===== src/rtl/mux_2x1_reg_pkg.sv =====
// Shared definitions for the 2:1 operand selector: default width, word type and select encodings.
package mux_2x1_reg_pkg;

  localparam int DEFAULT_DATA_WIDTH = 11;

  typedef logic [DEFAULT_DATA_WIDTH-1:0] data_word_t;

  localparam logic SEL_IN0 = 1'b0;
  localparam logic SEL_IN1 = 1'b1;

endpackage : mux_2x1_reg_pkg


===== src/rtl/mux_2x1_comb.sv =====
// Purely combinational 2:1 word selector; no width change, no sign handling.
import mux_2x1_reg_pkg::*;

module mux_2x1_comb #(
  parameter int DATA_WIDTH = DEFAULT_DATA_WIDTH
) (
  input  logic [DATA_WIDTH-1:0] in_1,
  input  logic [DATA_WIDTH-1:0] in_0,
  input  logic                  select_2x1,
  output logic [DATA_WIDTH-1:0] sel_data
);

  assign sel_data = (select_2x1 == SEL_IN1) ? in_1 : in_0;

endmodule : mux_2x1_comb


===== src/rtl/mux_2x1_reg.sv =====
// 2:1 data selector with an optional enable-gated output register (1-cycle latency)
// or a zero-latency combinational path, chosen at build time by REGISTERED.
import mux_2x1_reg_pkg::*;

module mux_2x1_reg #(
  parameter int                   DATA_WIDTH  = DEFAULT_DATA_WIDTH,
  parameter bit                   REGISTERED  = 1'b1,
  parameter logic [DATA_WIDTH-1:0] RESET_VALUE = '0
) (
  input  logic                  clk,
  input  logic                  reset,
  input  logic [DATA_WIDTH-1:0] in_1,
  input  logic [DATA_WIDTH-1:0] in_0,
  input  logic                  select_2x1,
  input  logic                  enable,
  output logic [DATA_WIDTH-1:0] mux_out
);

  logic [DATA_WIDTH-1:0] sel_data;

  mux_2x1_comb #(
    .DATA_WIDTH (DATA_WIDTH)
  ) u_mux_2x1_comb (
    .in_1       (in_1),
    .in_0       (in_0),
    .select_2x1 (select_2x1),
    .sel_data   (sel_data)
  );

  generate
    if (REGISTERED) begin : g_reg
      logic [DATA_WIDTH-1:0] mux_out_reg;

      // reset wins over enable; with enable low the word is held
      always_ff @(posedge clk) begin
        if (reset) begin
          mux_out_reg <= RESET_VALUE;
        end else if (enable) begin
          mux_out_reg <= sel_data;
        end
      end

      assign mux_out = mux_out_reg;
    end else begin : g_comb
      // clock, reset and enable deliberately play no part in this build
      logic unused_ctrl;
      assign unused_ctrl = ^{clk, reset, enable};
      assign mux_out     = sel_data;
    end
  endgenerate

endmodule : mux_2x1_reg


===== config.mk =====
export PLATFORM = sky130hd
export DESIGN_NAME = mux_2x1_reg
export DESIGN_NICKNAME = d
export VERILOG_FILES = /design/src/rtl/mux_2x1_reg_pkg.sv /design/src/rtl/mux_2x1_comb.sv /design/src/rtl/mux_2x1_reg.sv
export SDC_FILE = /design/constraint.sdc
export NUM_CORES = 1
export LEC_CHECK = 0
export ABC_AREA = 1
export ABC_CLOCK_PERIOD_IN_PS = 800
export CORE_MARGIN = 2
export CORE_UTILIZATION = 35
export CTS_BUF_LIST = sky130_fd_sc_hd__clkbuf_4
export DETAILED_ROUTE_END_ITERATION = 16
export PLACE_DENSITY = 0.77
export SETUP_SLACK_MARGIN = 0.4
export SYNTH_ARGS = -nofsm -noshare
export SYNTH_HDL_FRONTEND = slang
export SYNTH_SLANG_ARGS = --single-unit

===== constraint.sdc =====
create_clock -name clk -period 0.8 [get_ports clk]
set_input_delay 0.16 -clock clk [delete_from_list [all_inputs] [get_ports clk]]
set_output_delay 0.16 -clock clk [all_outputs]
set_load 0.1 [all_outputs]

==> metrics, run 1 <==
worst-path maximum fanout 2; drt drc 0; Initial Util 37.36%; wire length on met1 707 um; switching power 0.6879 mW; Via density 4.742; area of the multi-input gates 291.5 sq um; max-cap viol count 0; Die W 44.33 um; ant diodes 0; Max stage delay on crit path 370 ps; Die Height 44.33 um; RSZ-0062 raised after global routing true; vias 735; number of synthesized flops with an enable pin 0; critical path's slowest cell dfxtp_4; Distinct cells, synth 8; CTS Root Cell clkbuf_4; DR iter-0 viols 9; relative slew slack 89.26%; largest net degree at the start of global routing 12; Met2 Wirelength 960 um; failing checks setup timing; Clock Sinks 11; Setup Skew 0 ps; hold_buf cts 0; I/O Pins 37; # H-tree levels 1; endpoints failing hold 0; CP startpoint kind register; Commonest cells post-synth 33 x nand2_1, 22 x nor2_1, 12 x inv_1; Synth top area share 38.68%; Highest Signal Layer met4; Die ar. 0.001965 sq mm; vias in the first global route 696; Cell Area, Placed 0.001101 sq mm; Req. time, crit path 640 ps; antenna violations before repair 0; clock slew at reported path FFs 80 ps; Storage cell area 261.5 sq um; P_leak 0.6087 nW; Netlist Area Pre-Place 569.3 sq um; Max Root-Sink Buffers 2; Seq pwr share 33.5%; leading area contributor after synthesis dfxtp_1; CP Class reg -> out; combinational power share 44.1%; buffers plus inverters on the worst setup path 1; routability cong. 0.7304; Worst IR Drop VDD 1057 uV; metal3 WL 131 um; router iterations before antenna repair 4; Filler cells 105; clock latency at the later pin of the worst-skew pair 260 ps; GRT overflow 0; clock share of power 22.3%; P&R area growth vs syn 117.1%; GRT Resource Usage Total 20.25%; critical-path cell list buf_12; I/O Buffers 36; internal power 1.178 mW; Final period util 120.2%; Mapped Cells 94; Slew Viols, Final 0; Hold Crit Class in -> reg; max FFs per register 11; Core Rows 14; CTS tree built; CTS Buf Count 3; count leader, synth nand2_1; fmax 1.040 GHz; wire length of the first global-routing pass 2.794 mm; final instance area 0.001236 sq mm; final wirelength 1.826 mm; sw frac 36.87%; synth top area cells dfxtp_1 39%, nand2_1 22%, nor2_1 15%; most used flip-flop cell after synthesis dfxtp_1; Place WS -385.1 ps; Seq/Total Area, Yosys 38.68%; min Tclk post-route 961.9 ps; Mapped Avg Cell Area 6.056 sq um; FF+latch count, synth 11; Synth Net Count 120; ANT nets after route 0; YS warnings 0; Setup WS post-layout -161.9 ps; nets 166; Crit path max-delay family flip-flops; Final Setup Violations 13; hold_ws 334.5 ps; DP Wirelength 1.214 mm; Setup crit end kind primary output; outcome finished, violations left; Async SR Flop Fraction 0%; Least-Margin Pin Slew 161.9 ps; PwrDens 1509 mW/mm^2; CP arrival 800 ps; drt wl/cell 11.78 um; layout cells sized above 1 32.37%; CORE AREA 0.001524 sq mm
-- cells by family after synthesis --
logic type / Yosys count / share of synthesized area [%]
buffers and inverters: 17 / 15.38
flip-flops: 11 / 38.68
AND/OR/NAND/NOR: 66 / 45.93
-- routing by layer --
layer	vias up	track usage [%]
met5	-	0
met4	0	12.12
met3	4	6.531
met2	31	34.71
met1	333	21.50
li1	367	-
-- cell type report --
class | count | area share, %
clock buffer | 4 | 2.429
multi-input combinational | 66 | 23.58
tap | 16 | 1.619
sequential | 11 | 21.15
inverter | 12 | 3.846
timing repair buffer | 46 | 47.37
-- cells in the final DEF, fill, tap and decap left out --
cell type | synthesis | layout
nand2_1 | 33 | 33
clkdlybuf4s50_1 | 0 | 22
nor2_1 | 22 | 16
buf_12 | 0 | 12
nand3_1 | 11 | 11
inv_1 | 12 | 11
dfxtp_4 | 0 | 11
clkbuf_4 | 0 | 4
buf_6 | 2 | 4
nor2_2 | 0 | 3
nor2_4 | 0 | 3
buf_4 | 2 | 3
inv_4 | 0 | 1
buf_16 | 0 | 1
buf_2 | 1 | 1
clkdlybuf4s15_2 | 0 | 1
dlygate4sd2_1 | 0 | 1
clkbuf_2 | 0 | 1
-- path summary, 6_finish.rpt --
kind | start | endpoint | slack, ps | cells past startpoint
worst min-delay path | select_2x1 | mux_out[1] | 330 | 6
worst max register to register | mux_out[3] | mux_out[3] | -100 | 6
worst min register to register | mux_out[8] | mux_out[8] | 580 | 4
worst max-delay path | mux_out[2] | mux_out[2] | -160 | 1
-- power by group through the flow --
stage               clock network, mW  registers (mW)  logic [mW]
floorplan                           0           0.904       0.143
global placement                    0           0.635       0.745
CTS                             0.422           0.626       0.784
finish                          0.416           0.626       0.824
global route                    0.461           0.631       0.864
detailed placement                  0           0.636       0.752
-- metrics by stage --
| step | power, mW | TNS, ps | util (%) | std cells |
|---|---|---|---|---|
| finish | 1.866 | -1806 | 81.12 | 155 |
| global route | 1.957 | -2212 | 81.12 | 155 |
| CTS | 1.832 | -1762 | 77.75 | 151 |
| detailed placement | 1.388 | -4028 | 72.25 | 145 |
| global placement | 1.380 | -3669 | 72.25 | 145 |
| floorplan | 1.048 | -47.50 | - | 94 |
-- what timing repair did --
action                                  4_1_cts  5_1_grt
endpoints found under the setup margin       22       22
cloned                                        1        1
resized for setup                            14        9
pin swaps                                     0        3
setup buffers                                 1        3
No activity file was read; power rests on OpenSTA's default activity.
==> run 2, diff against run 1 <==
--- a/config.mk
+++ b/config.mk
@@ -11,6 +11,7 @@
 export CORE_UTILIZATION = 35
 export CTS_BUF_LIST = sky130_fd_sc_hd__clkbuf_4
 export DETAILED_ROUTE_END_ITERATION = 16
+export GPL_ROUTABILITY_DRIVEN = 0
 export PLACE_DENSITY = 0.77
 export SETUP_SLACK_MARGIN = 0.4
 export SYNTH_ARGS = -nofsm -noshare
==> results of run 2 <==
Same layout as run 1: the final DEF is identical, and so are final timing and power.
==> run 3, diff against run 2 <==
--- a/config.mk
+++ b/config.mk
@@ -8,11 +8,11 @@
 export ABC_AREA = 1
 export ABC_CLOCK_PERIOD_IN_PS = 800
 export CORE_MARGIN = 2
-export CORE_UTILIZATION = 35
+export CORE_UTILIZATION = 36
 export CTS_BUF_LIST = sky130_fd_sc_hd__clkbuf_4
 export DETAILED_ROUTE_END_ITERATION = 16
 export GPL_ROUTABILITY_DRIVEN = 0
-export PLACE_DENSITY = 0.77
+export PLACE_DENSITY = 0.79
 export SETUP_SLACK_MARGIN = 0.4
 export SYNTH_ARGS = -nofsm -noshare
 export SYNTH_HDL_FRONTEND = slang
==> run 3 against run 2 <==
- register-to-register slack gained 110 ps
- first-iteration DRC count rose by 56%
- the flow still finishes with violations (setup timing)
- maximum frequency is 0.82% lower
- die area fell by 2.5%
- power is 3.5% lower
- clock power shrank 8.2%
- via count down 3.8%
- core utilization decreased by 1.5 points
- global-route usage fell by 1.2 points
==> metrics, run 3 (same netlist as run 1, synthesis figures left out) <==
I/O Buffers 36 (unchanged); largest net degree at the start of global routing 12 (unchanged); relative slew slack 88.28% (-0.97 points); P&R area growth vs syn 108.4%; FF-to-FF End mux_out[3]; GR peak layer met2; DP Wirelength 1.260 mm (+3.8%); Req. time, crit path 640 ps (about the same); hold path depth 5 (-1); Setup crit end kind primary output; Slew Viols, Final 0 (unchanged); DP Cell Count 145 (unchanged); RSZ-0062 raised after global routing true; CP Class reg -> out; Least-Margin Pin Slew 175.7 ps (+13.82 ps); area of the multi-input gates 286.5 sq um (-1.7%); max-cap viol count 0 (unchanged); buffers plus inverters on the worst setup path 1 (unchanged); commonest non-fill, non-tap cell in the layout nand2_1; Core Rows 14 (unchanged); Storage cell area 261.5 sq um (unchanged); non-filler cells, final 152 (-1.9%); overall power 1.800 mW (-3.5%); Max Root-Sink Buffers 2 (unchanged); CP arrival 810 ps (about the same); outcome finished, violations left; vias 707 (-3.8%); Initial Util 38.24% (+0.88 points); met3 Usage GRT 3.333% (-3.2 points); critical path's slowest cell dfxtp_4; final wirelength 1.777 mm (-2.7%); GRT Resource Usage Total 19.03% (-1.2 points); CTS tree built; most frequent cells in the layout 33 x nand2_1, 22 x clkdlybuf4s50_1, 16 x nor2_1; Via density 4.651 (-1.9%); drt wl/cell 11.69 um (-0.76%); met1 Resource Use GR 19.39% (-2.1 points); failing checks setup timing; min Tclk post-route 969.8 ps (+7.948 ps); critical-path cell list buf_12; nets 163 (-1.8%); P_leak 0.5863 nW (-3.7%); clock latency at the later pin of the worst-skew pair 270 ps (about the same); Die W 43.77 um (-1.3%); DR iter-0 viols 14 (+5); ant diodes 0 (unchanged); Worst IR Drop VDD 1086 uV (+2.8%); CORE AREA 0.001489 sq mm (-2.3%); I/O Pins 37 (unchanged); fmax 1.031 GHz (-0.82%); CTS Root Cell clkbuf_4; Crit path max-delay family flip-flops; Worst Hold Endpoint mux_out[8]; GRT overflow 0 (unchanged); drt drc 0 (unchanged); Hold Crit Class in -> reg; clock slew at reported path FFs 70 ps (about the same); vias in the first global route 621 (-11%); Max stage delay on crit path 370 ps (about the same); # H-tree levels 1 (unchanged); Die Height 43.77 um (-1.3%); Setup Skew 0 ps (unchanged); Clock Sinks 11 (unchanged); router iterations before antenna repair 4 (unchanged); routing usage on met2 34.71% (unchanged); endpoints failing hold 0 (unchanged); wire length of the first global-routing pass 2.615 mm (-6.4%); worst-path maximum fanout 2 (unchanged); CP startpoint kind register; cell count of the worst reg-to-reg path 5 (-1); Worst R2R Start mux_out[3]; min-delay src enable; ANT nets after route 0 (unchanged); Final Setup Violations 11 (-2); Final period util 121.2% (+0.99 points); max FFs per register 11 (unchanged); layout cells sized above 1 30.15% (-2.2 points); Setup WS post-layout -169.8 ps (-7.948 ps); Filler cells 113 (+7.6%); R2R Setup Slk 10 ps (+110 ps); Die ar. 0.001915 sq mm (-2.5%); PwrDens 1518 mW/mm^2 (+0.55%); antenna violations before repair 0 (unchanged); CTS Buf Count 3 (unchanged)
## run 3: worst reg2reg max path: cells and delay by family, from the launching register on
kind          cells  cell delay, ps
simple gates      3             170
flops             1             360
buf+inv           2             180
## run 3: worst max path at each step
| stage | startpoint | endpoint | cells after the start |
|---|---|---|---|
| floorplan | mux_out[0] | mux_out[0] | 4 |
| global placement | select_2x1 | mux_out[7] | 6 |
| detailed placement | select_2x1 | mux_out[9] | 6 |
| CTS | mux_out[0] | mux_out[0] | 1 |
| global route | mux_out[0] | mux_out[0] | 1 |
| finish | mux_out[4] | mux_out[4] | 1 |
## run 3: what timing repair did
| item | in CTS | in global routing |
|---|---|---|
| pin swaps | 3 | 3 |
| buffers inserted | 0 | 2 |
| cloned | 1 | 0 |
| hold buffers | 0 | 0 |
| resized for setup | 9 | 11 |
| setup endpoints to repair | 22 | 22 |
## run 3: layout make-up
cell class	count	share of cell area, %
clock buffer	3	1.899
clock inverter	1	0.4219
inverter	12	4.008
multi-input combinational	66	24.16
sequential	11	22.05
tap	16	1.688
timing repair buffer	43	45.78
## run 3: per-layer routing
layer	share of wire, %	up-vias
met5	0	-
li1	-	363
met4	2.6	0
met2	53	31
met1	38	309
met3	6.8	4
## run 3: stage by stage
step	worst slack [ps]	hold WS (ps)	area (sq um)	setup TNS, ps	util, %
after global placement	-356.0	564.6	1101	-3779	73.95
after floorplan	-4.318	298.4	610.6	-47.50	-
after global routing	-189.7	374.2	1186	-2090	79.66
after CTS	-171.4	427.2	1146	-1852	76.97
final	-169.8	356.7	1186	-1790	79.66
after detailed placement	-416.7	575.3	1101	-4428	73.95
## run 3: where the power goes
group / leakage (nW) / internal, mW / total [mW] / switching (mW)
clock: 0.0177 / 0.185 / 0.382 / 0.197
combinational: 0.471 / 0.347 / 0.791 / 0.444
sequential: 0.0981 / 0.581 / 0.627 / 0.0459
